### src/rtl/spi_pkg.sv
// Shared definitions for the 16-bit SPI link: default frame width and serf state encoding.
package spi_pkg;

  localparam int SPI_WIDTH = 16;

  typedef enum logic [0:0] {
    IDLE   = 1'b0,
    ACTIVE = 1'b1
  } serf_state_e;

endpackage

### src/rtl/spi_sync_edge.sv
// Two-flop synchronizer with a third flop for edge detection of an asynchronous pin.
module spi_sync_edge #(
  parameter logic RST_VAL = 1'b1
) (
  input  logic clk,
  input  logic rst_n,
  input  logic d_i,
  output logic sync_o,
  output logic rise_o,
  output logic fall_o
);

  logic meta_q;
  logic sync_q;
  logic prev_q;

  // Synchronizer chain plus delayed copy for edge compare
  always_ff @(posedge clk or negedge rst_n) begin
    if (!rst_n) begin
      meta_q <= RST_VAL;
      sync_q <= RST_VAL;
      prev_q <= RST_VAL;
    end else begin
      meta_q <= d_i;
      sync_q <= meta_q;
      prev_q <= sync_q;
    end
  end

  assign sync_o = sync_q;
  assign rise_o = sync_q & ~prev_q;
  assign fall_o = ~sync_q & prev_q;

endmodule

### src/rtl/spi_serf.sv
// SPI responder: shifts a command in on MOSI while returning the buffered response word on MISO.
module spi_serf
  import spi_pkg::*;
#(
  parameter int WIDTH = SPI_WIDTH
) (
  input  logic             clk,
  input  logic             rst_n,
  input  logic             SS_n,
  input  logic             SCLK,
  input  logic             MOSI,
  output logic             MISO,
  input  logic [WIDTH-1:0] tx_data,
  input  logic             wrt,
  output logic [WIDTH-1:0] rd_data,
  output logic             done,
  output logic             frm_err
);

  localparam int CW = $clog2(WIDTH + 1) + 1;
  localparam logic [CW-1:0] CNT_MAX  = {CW{1'b1}};
  localparam logic [CW-1:0] CNT_FULL = CW'(WIDTH);

  serf_state_e      state_q, state_d;
  logic [WIDTH-1:0] tx_buf_q, tx_buf_d;
  logic [WIDTH-1:0] shift_q, shift_d;
  logic [WIDTH-1:0] rd_q, rd_d;
  logic [CW-1:0]    cnt_q, cnt_d;
  logic             done_q, done_d;
  logic             err_q, err_d;
  logic             mosi_meta_q, mosi_sync_q;
  logic [1:0]       settle_q, settle_d;
  logic             armed_q, armed_d;

  logic ss_sync_s, ss_rise_s, ss_fall_s;
  logic sclk_rise_s;
  logic sclk_sync_unused_s, sclk_fall_unused_s;

  spi_sync_edge #(.RST_VAL(1'b1)) u_ss_sync (
    .clk    (clk),
    .rst_n  (rst_n),
    .d_i    (SS_n),
    .sync_o (ss_sync_s),
    .rise_o (ss_rise_s),
    .fall_o (ss_fall_s)
  );

  spi_sync_edge #(.RST_VAL(1'b1)) u_sclk_sync (
    .clk    (clk),
    .rst_n  (rst_n),
    .d_i    (SCLK),
    .sync_o (sclk_sync_unused_s),
    .rise_o (sclk_rise_s),
    .fall_o (sclk_fall_unused_s)
  );

  // MOSI gets the same two-stage delay as SCLK so data stays aligned with its sampling edge
  always_ff @(posedge clk or negedge rst_n) begin
    if (!rst_n) begin
      mosi_meta_q <= 1'b0;
      mosi_sync_q <= 1'b0;
    end else begin
      mosi_meta_q <= MOSI;
      mosi_sync_q <= mosi_meta_q;
    end
  end

  // Frames are accepted only after SS_n has been seen high with a settled synchronizer,
  // so a frame already in flight when reset releases is ignored
  always_comb begin
    settle_d = (settle_q == 2'd2) ? settle_q : settle_q + 2'd1;
    armed_d  = armed_q | ((settle_q == 2'd2) & ss_sync_s);
  end

  always_comb begin
    state_d  = state_q;
    shift_d  = shift_q;
    cnt_d    = cnt_q;
    rd_d     = rd_q;
    done_d   = 1'b0;
    err_d    = 1'b0;
    tx_buf_d = wrt ? tx_data : tx_buf_q;
    case (state_q)
      IDLE: begin
        if (ss_fall_s && armed_q) begin
          shift_d = wrt ? tx_data : tx_buf_q;
          cnt_d   = {CW{1'b0}};
          state_d = ACTIVE;
        end else begin
          state_d = IDLE;
        end
      end
      ACTIVE: begin
        if (sclk_rise_s) begin
          shift_d = {shift_q[WIDTH-2:0], mosi_sync_q};
          cnt_d   = (cnt_q == CNT_MAX) ? cnt_q : cnt_q + CW'(1);
        end else begin
          shift_d = shift_q;
        end
        // The shift above is folded in before the end-of-frame length check
        if (ss_rise_s) begin
          if (cnt_d == CNT_FULL) begin
            rd_d   = shift_d;
            done_d = 1'b1;
          end else begin
            err_d  = 1'b1;
          end
          state_d = IDLE;
        end else begin
          state_d = ACTIVE;
        end
      end
      default: begin
        state_d = IDLE;
      end
    endcase
  end

  // Frame state, data path and pulse registers
  always_ff @(posedge clk or negedge rst_n) begin
    if (!rst_n) begin
      state_q  <= IDLE;
      tx_buf_q <= {WIDTH{1'b0}};
      shift_q  <= {WIDTH{1'b0}};
      rd_q     <= {WIDTH{1'b0}};
      cnt_q    <= {CW{1'b0}};
      done_q   <= 1'b0;
      err_q    <= 1'b0;
      settle_q <= 2'd0;
      armed_q  <= 1'b0;
    end else begin
      state_q  <= state_d;
      tx_buf_q <= tx_buf_d;
      shift_q  <= shift_d;
      rd_q     <= rd_d;
      cnt_q    <= cnt_d;
      done_q   <= done_d;
      err_q    <= err_d;
      settle_q <= settle_d;
      armed_q  <= armed_d;
    end
  end

  assign MISO    = shift_q[WIDTH-1];
  assign rd_data = rd_q;
  assign done    = done_q;
  assign frm_err = err_q;

endmodule
### config.mk
export PLATFORM = sky130hd
export DESIGN_NAME = spi_serf
export DESIGN_NICKNAME = d
export VERILOG_FILES = /design/src/rtl/spi_pkg.sv /design/src/rtl/spi_sync_edge.sv /design/src/rtl/spi_serf.sv
export SDC_FILE = /design/constraint.sdc
export NUM_CORES = 1
export LEC_CHECK = 0
export ABC_AREA = 1
export BUFFER_PORTS_ARGS = -buffer_cell sky130_fd_sc_hd__buf_2
export CORE_ASPECT_RATIO = 0.75
export CORE_MARGIN = 2
export CORE_UTILIZATION = 30
export CTS_CLUSTER_DIAMETER = 50
export DETAILED_ROUTE_END_ITERATION = 10
export GPL_TIMING_DRIVEN = 1
export MAX_ROUTING_LAYER = met4
export PLACE_DENSITY_LB_ADDON = 0.2
export SYNTH_ARGS = -nofsm -noshare
export SYNTH_HDL_FRONTEND = slang
export SYNTH_HIERARCHICAL = 1
export SYNTH_SLANG_ARGS = --single-unit
### constraint.sdc
create_clock -name clk -period 1.84 [get_ports clk]
set_input_delay 0.46 -clock clk [delete_from_list [all_inputs] [get_ports clk]]
set_output_delay 0.46 -clock clk [all_outputs]
set_load 0.005 [all_outputs]
==> results.sh, run 1 <==
export IMPL_report_power_total_uw=4530
export IMPL_clk_path_buf_depth=2
export IMPL_min_path_type="in -> async"
export IMPL_finalCritPeriodShare_pct=99.6
export IMPL_area_growth_pct=28.6
export IMPL_clk_latency_ps=340
export IMPL_synthesis_instances=358
export IMPL_yosys_warnings=6
export IMPL_drtIter0Drc=103
export IMPL_numClockSinks=68
export IMPL_slew_headroom_pct=67.2
export IMPL_gp_congestion=0.816
export IMPL_fillerInstances=1009
export IMPL_min_period_ps=1830
export IMPL_ir_drop_mv=0.494
export IMPL_io_buffer_count=40
export IMPL_synth_avg_cell_area_um2=8.55
export IMPL_cts_inserted_buffers=9
export IMPL_place_hpwl_um=4850
export IMPL_critPathArrivalTime_ps=2100
export IMPL_cts_tree="done"
export IMPL_cp_max_fo=9
export IMPL_worst_pin_slew_ps=492
export IMPL_synth_area_um2=3060
export IMPL_vias_per_cell=4.42
export IMPL_io_pins=41
export IMPL_drive_gt1_share_pct=25.5
export IMPL_initial_core_util_pct=31.3
export IMPL_place_inst=527
export IMPL_cts_root_buffer="clkbuf_16"
export IMPL_wire_per_inst_um=13.0
export IMPL_antenna_left=0
export IMPL_grt_pass1_vias=2289
export IMPL_worst_r2r_cell_count=12
export IMPL_status="completed"
export IMPL_cp_start_kind="flop"
export IMPL_r2r_slack_ps=7
export IMPL_n_antenna_cell=0
export IMPL_core_area_um2=9770
export IMPL_grt_max_degree=69
export IMPL_critPathCaptureType="flop"
export IMPL_tns_ps=0
export IMPL_track_usage_pct=14.7
export IMPL_p_per_area_nw_per_um2=1150
export IMPL_die_h_um=91.5
export IMPL_die_area_um2=11000
export IMPL_maxCapViolCount=0
export IMPL_antenna_found_initial=0
export IMPL_drtPass1Iterations=4
export IMPL_max_freq_mhz=546
export IMPL_die_w_um=121
export IMPL_gr_total_overflow=0
export IMPL_row_count=31
export IMPL_synth_net_count=382
export IMPL_timing_rr_start="u_sclk_sync/sync_o"
export IMPL_grt_pass1_wl_um=11800
export IMPL_via_count=2442
export IMPL_p_leak_uw=0.00198
export IMPL_final_util_pct=40.2
export IMPL_slew_violations=0
export IMPL_startpoint="u_sclk_sync/sync_o"
export IMPL_hold_viol_final=0
export IMPL_htreeDepth=3
export IMPL_nets=439
export IMPL_cp_data_required_time_ps=2110
export IMPL_worstSetupPathType="reg -> reg"
export IMPL_clk_pin_slew_ps=50
export IMPL_rsz0062_at_grt="yes"
export IMPL_finClkSkew_ps=5.45
export IMPL_drc_errors=0
export IMPL_timing_hold_ws_ps=138
export IMPL_final_cells=552
export IMPL_routed_wl_um=7160
export IMPL_setup_viol=0
through the flow:
stage / worst slack, ps / area, um2
6_report: 7.04 / 3930
2_1_floorplan: 36.3 / 3060
5_1_grt: -120 / 3930
4_1_cts: 10.7 / 3910
3_3_place_gp: 15.3 / 3480
3_5_place_dp: -41.0 / 3480
worst max-delay path, stage by stage, from the launching register on:
cell	delay (ps)
dfstp_2	530
inv_2	40
nor2_4	120
nand2_4	80
nor2_4	120
nand2_2	60
o21ai_2	90
nand3_4	120
nor2_8	140
buf_12	120
buf_12	110
nand4_1	110
nand2_1	100
registers in the layout (all words and copies together), names as in the netlist:
signal / cells
shift_q: 16
mosi_sync_q: 1
tx_buf_q: 16
armed_q: 1
cnt_q: 6
rd_data: 16
done: 1
u_ss_sync/prev_q: 1
mosi_meta_q: 1
frm_err: 1
u_sclk_sync/sync_o: 1
settle_q: 2
state_q: 1
u_sclk_sync/meta_q: 1
u_ss_sync/meta_q: 1
u_ss_sync/sync_o: 1
u_sclk_sync/prev_q: 1
routing by layer:
metal / routed length [um] / GRT usage, % / up-vias / share of wire [%]
li1: - / - / 1267 / -
met1: 4010 / 22.0 / 1118 / 56
met2: 2710 / 17.9 / 47 / 38
met3: 327 / 4.40 / 10 / 4.6
met4: 108 / 6.10 / 0 / 1.5
met5: 0 / - / - / 0
power by group:
group / total [uW] / switching [uW] / internal (uW)
clock network: 1700 / 605 / 1100
logic: 987 / 636 / 352
registers: 1840 / 121 / 1720
final cells by class:
class,instances,area (um2),share of cell area (%)
sequential,68,1710,43.4
multi-input combinational,249,1240,31.5
timing repair buffer,59,413,10.5
clock buffer,16,302,7.67
tap,132,165,4.20
inverter,28,105,2.67
repair_timing:
action                                  CTS  global route
hold buffers                              0             0
cloned                                    3             0
endpoints found under the setup margin   16            18
resized for setup                         8             7
setup buffers                             5             1
pin swaps                                 4            15
cell usage in the layout (no fill, tap or decap), types with 5 or more instances in the layout:
master / n
a21oi_1: 7
o21ai_0: 14
dfstp_2: 6
buf_4: 14
nand2_2: 10
inv_1: 23
buf_2: 40
nand3_1: 10
clkbuf_16: 9
clkbuf_8: 5
o211ai_1: 10
nand4_1: 16
dfrtp_1: 62
nor2_1: 12
nand2_1: 148
worst paths after layout:
| kind | end |
|---|---|
| worst max-delay path | rd_data[1] |
| worst max register to register | rd_data[1] |
| max in group asynchronous | u_sclk_sync/meta_q |
| min in group clk | u_sclk_sync/meta_q |
| worst min register to register | mosi_sync_q |
| worst min-delay path | settle_q[0] |
No activity file was read; power rests on OpenSTA's default activity.
==> run 2, diff against run 1 <==
- CORE_ASPECT_RATIO: 0.75 -> unset
==> run 2 against run 1 <==
Net effect: die area barely moved; count of clock-buffer cells in the layout fell by 6; register-to-register slack about the same; maximum frequency is 0.67% higher; critical path depth unchanged; setup slack better by 12 ps; non-clock buffer count stayed put; via count is 0.16% lower.
==> results.sh, run 2 (synthesis gave the netlist of run 1 again) <==
export IMPL_p_per_area_nw_per_um2=1070
export IMPL_clk_path_buf_depth=2
export IMPL_nets=439
export IMPL_grt_pass1_vias=2317
export IMPL_drtPass1Iterations=4
export IMPL_layout_commonest_cell="nand2_1"
export IMPL_wire_per_inst_um=12.6
export IMPL_cts_root_buffer="clkbuf_8"
export IMPL_worstSetupPathType="reg -> reg"
export IMPL_critPathMaxStageDelay_ps=400
export IMPL_max_freq_mhz=549
export IMPL_cts_inserted_buffers=9
export IMPL_die_h_um=105
export IMPL_finClkSkew_ps=12.2
export IMPL_area_growth_pct=26.2
export IMPL_gp_congestion=0.761
export IMPL_crit_chain="ha_2 -> nand2_4 -> nor2_4 -> nand2_4 -> nand2_4 -> nand2_2 -> nand2_2 -> nand2_4 -> nor2_8 -> nand3_4 -> nand2_1 -> nand2_1"
export IMPL_layout_common_cells="142 x nand2_1, 62 x dfrtp_1, 40 x buf_2"
export IMPL_cp_data_required_time_ps=2080
export IMPL_slew_headroom_pct=69.7
export IMPL_place_hpwl_um=4580
export IMPL_n_antenna_cell=0
export IMPL_worst_pin_slew_ps=454
export IMPL_cpMostUsedCell="nand2_4"
export IMPL_grt_pass1_wl_um=11200
export IMPL_track_usage_pct=13.2
export IMPL_via_count=2438
export IMPL_row_count=36
export IMPL_clk_latency_ps=340
export IMPL_cp_start_kind="flop"
export IMPL_timing_hold_ws_ps=126
export IMPL_path_depth=12
export IMPL_io_pins=41
export IMPL_p_leak_uw=0.00196
export IMPL_crit_family="simple AND/OR/NAND/NOR gates"
export IMPL_setup_viol=0
export IMPL_vias_per_cell=4.41
export IMPL_finalCritPeriodShare_pct=99.0
export IMPL_critPathSlowestCell="dfrtp_1"
export IMPL_drtIter0Drc=115
export IMPL_critPathArrivalTime_ps=2060
export IMPL_antenna_found_initial=0
export IMPL_crit_buf_inv=0
export IMPL_maxCapViolCount=0
export IMPL_drc_errors=0
export IMPL_min_path_type="in -> async"
export IMPL_core_area_um2=9820
export IMPL_status="completed"
export IMPL_final_util_pct=39.3
export IMPL_die_w_um=105
export IMPL_slew_violations=0
export IMPL_cts_tree="done"
export IMPL_critPathCaptureType="flop"
export IMPL_io_buffer_count=40
export IMPL_min_period_ps=1820
export IMPL_grt_max_degree=69
export IMPL_worst_r2r_cell_count=12
export IMPL_clk_pin_slew_ps=80
export IMPL_drive_gt1_share_pct=26.7
export IMPL_ctsHoldBuffers=0
export IMPL_gr_total_overflow=0
export IMPL_routed_wl_um=6960
export IMPL_antenna_left=0
export IMPL_hold_viol_final=0
export IMPL_htreeDepth=3
export IMPL_initial_core_util_pct=31.2
export IMPL_die_area_um2=11000
export IMPL_cp_max_fo=8
export IMPL_rsz0062_at_grt="yes"
export IMPL_report_power_total_uw=4150
export IMPL_numClockSinks=68
export IMPL_ir_drop_mv=0.338
## run 2: changes by cell type in the layout (fill, tap and decap cells not counted), moves of 3 or more
cell	before	now
nand2_4	1	4
clkbuf_8	5	9
buf_12	4	1
clkbuf_16	9	3
nand2_1	148	142
nand2_2	10	13
## run 2: per-layer routing
metal / up-vias / GRT usage, % / share of wire, %
li1: 1266 / - / -
met1: 1108 / 19.8 / 52
met2: 53 / 16.7 / 42
met3: 11 / 3.43 / 3.9
met4: 0 / 5.14 / 1.7
met5: - / - / 0
## run 2: cell type report
cell class                      count  area, um2
Fill cell                        1059       5960
Clock inverter                      6       65.1
Multi-Input combinational cell    249       1260
Inverter                           28        105
Clock buffer                       10        128
Timing Repair Buffer               59        423
Tap cell                          133        166
Sequential cell                    68       1710
## run 2: power breakdown
part / internal [uW] / switching, uW / total [uW]
clock: 626 / 590 / 1220
sequential: 1720 / 137 / 1850
combinational: 444 / 634 / 1080
## run 2: worst reg2reg max path, delay by kind of cell, from the launching register on
kind / cells / cell delay (ps)
simple gates: 11 / 1120
fa+ha+maj: 1 / 230
flops: 1 / 400
## run 2: path summary, 6_finish.rpt
kind / start / to / slack [ps]
hold reg to reg: u_sclk_sync/meta_q / u_sclk_sync/sync_o / 360
hold / removal: rst_n / settle_q[1] / 130
setup reg to reg: cnt_q[1] / rd_data[7] / 20
max in group asynchronous: rst_n / u_sclk_sync/sync_o / 1380
min in group clk: SS_n / u_ss_sync/meta_q / 220
setup / recovery: cnt_q[1] / rd_data[7] / 20
## run 2: through the flow
stage | TNS [ps] | setup WS, ps | area (um2) | cells
global route | -1650 | -117 | 3860 | 553
finish | 0 | 19.2 | 3860 | 553
global placement | 0 | 70.8 | 3460 | 528
CTS | 0 | 22.6 | 3650 | 544
detailed placement | 0 | 29.4 | 3460 | 528
floorplan | 0 | 36.3 | 3060 | 358
## run 2: repair_timing
action | in CTS | in global routing
setup buffers | 0 | 4
gates resized for setup | 0 | 24
setup endpoints to repair | 0 | 17
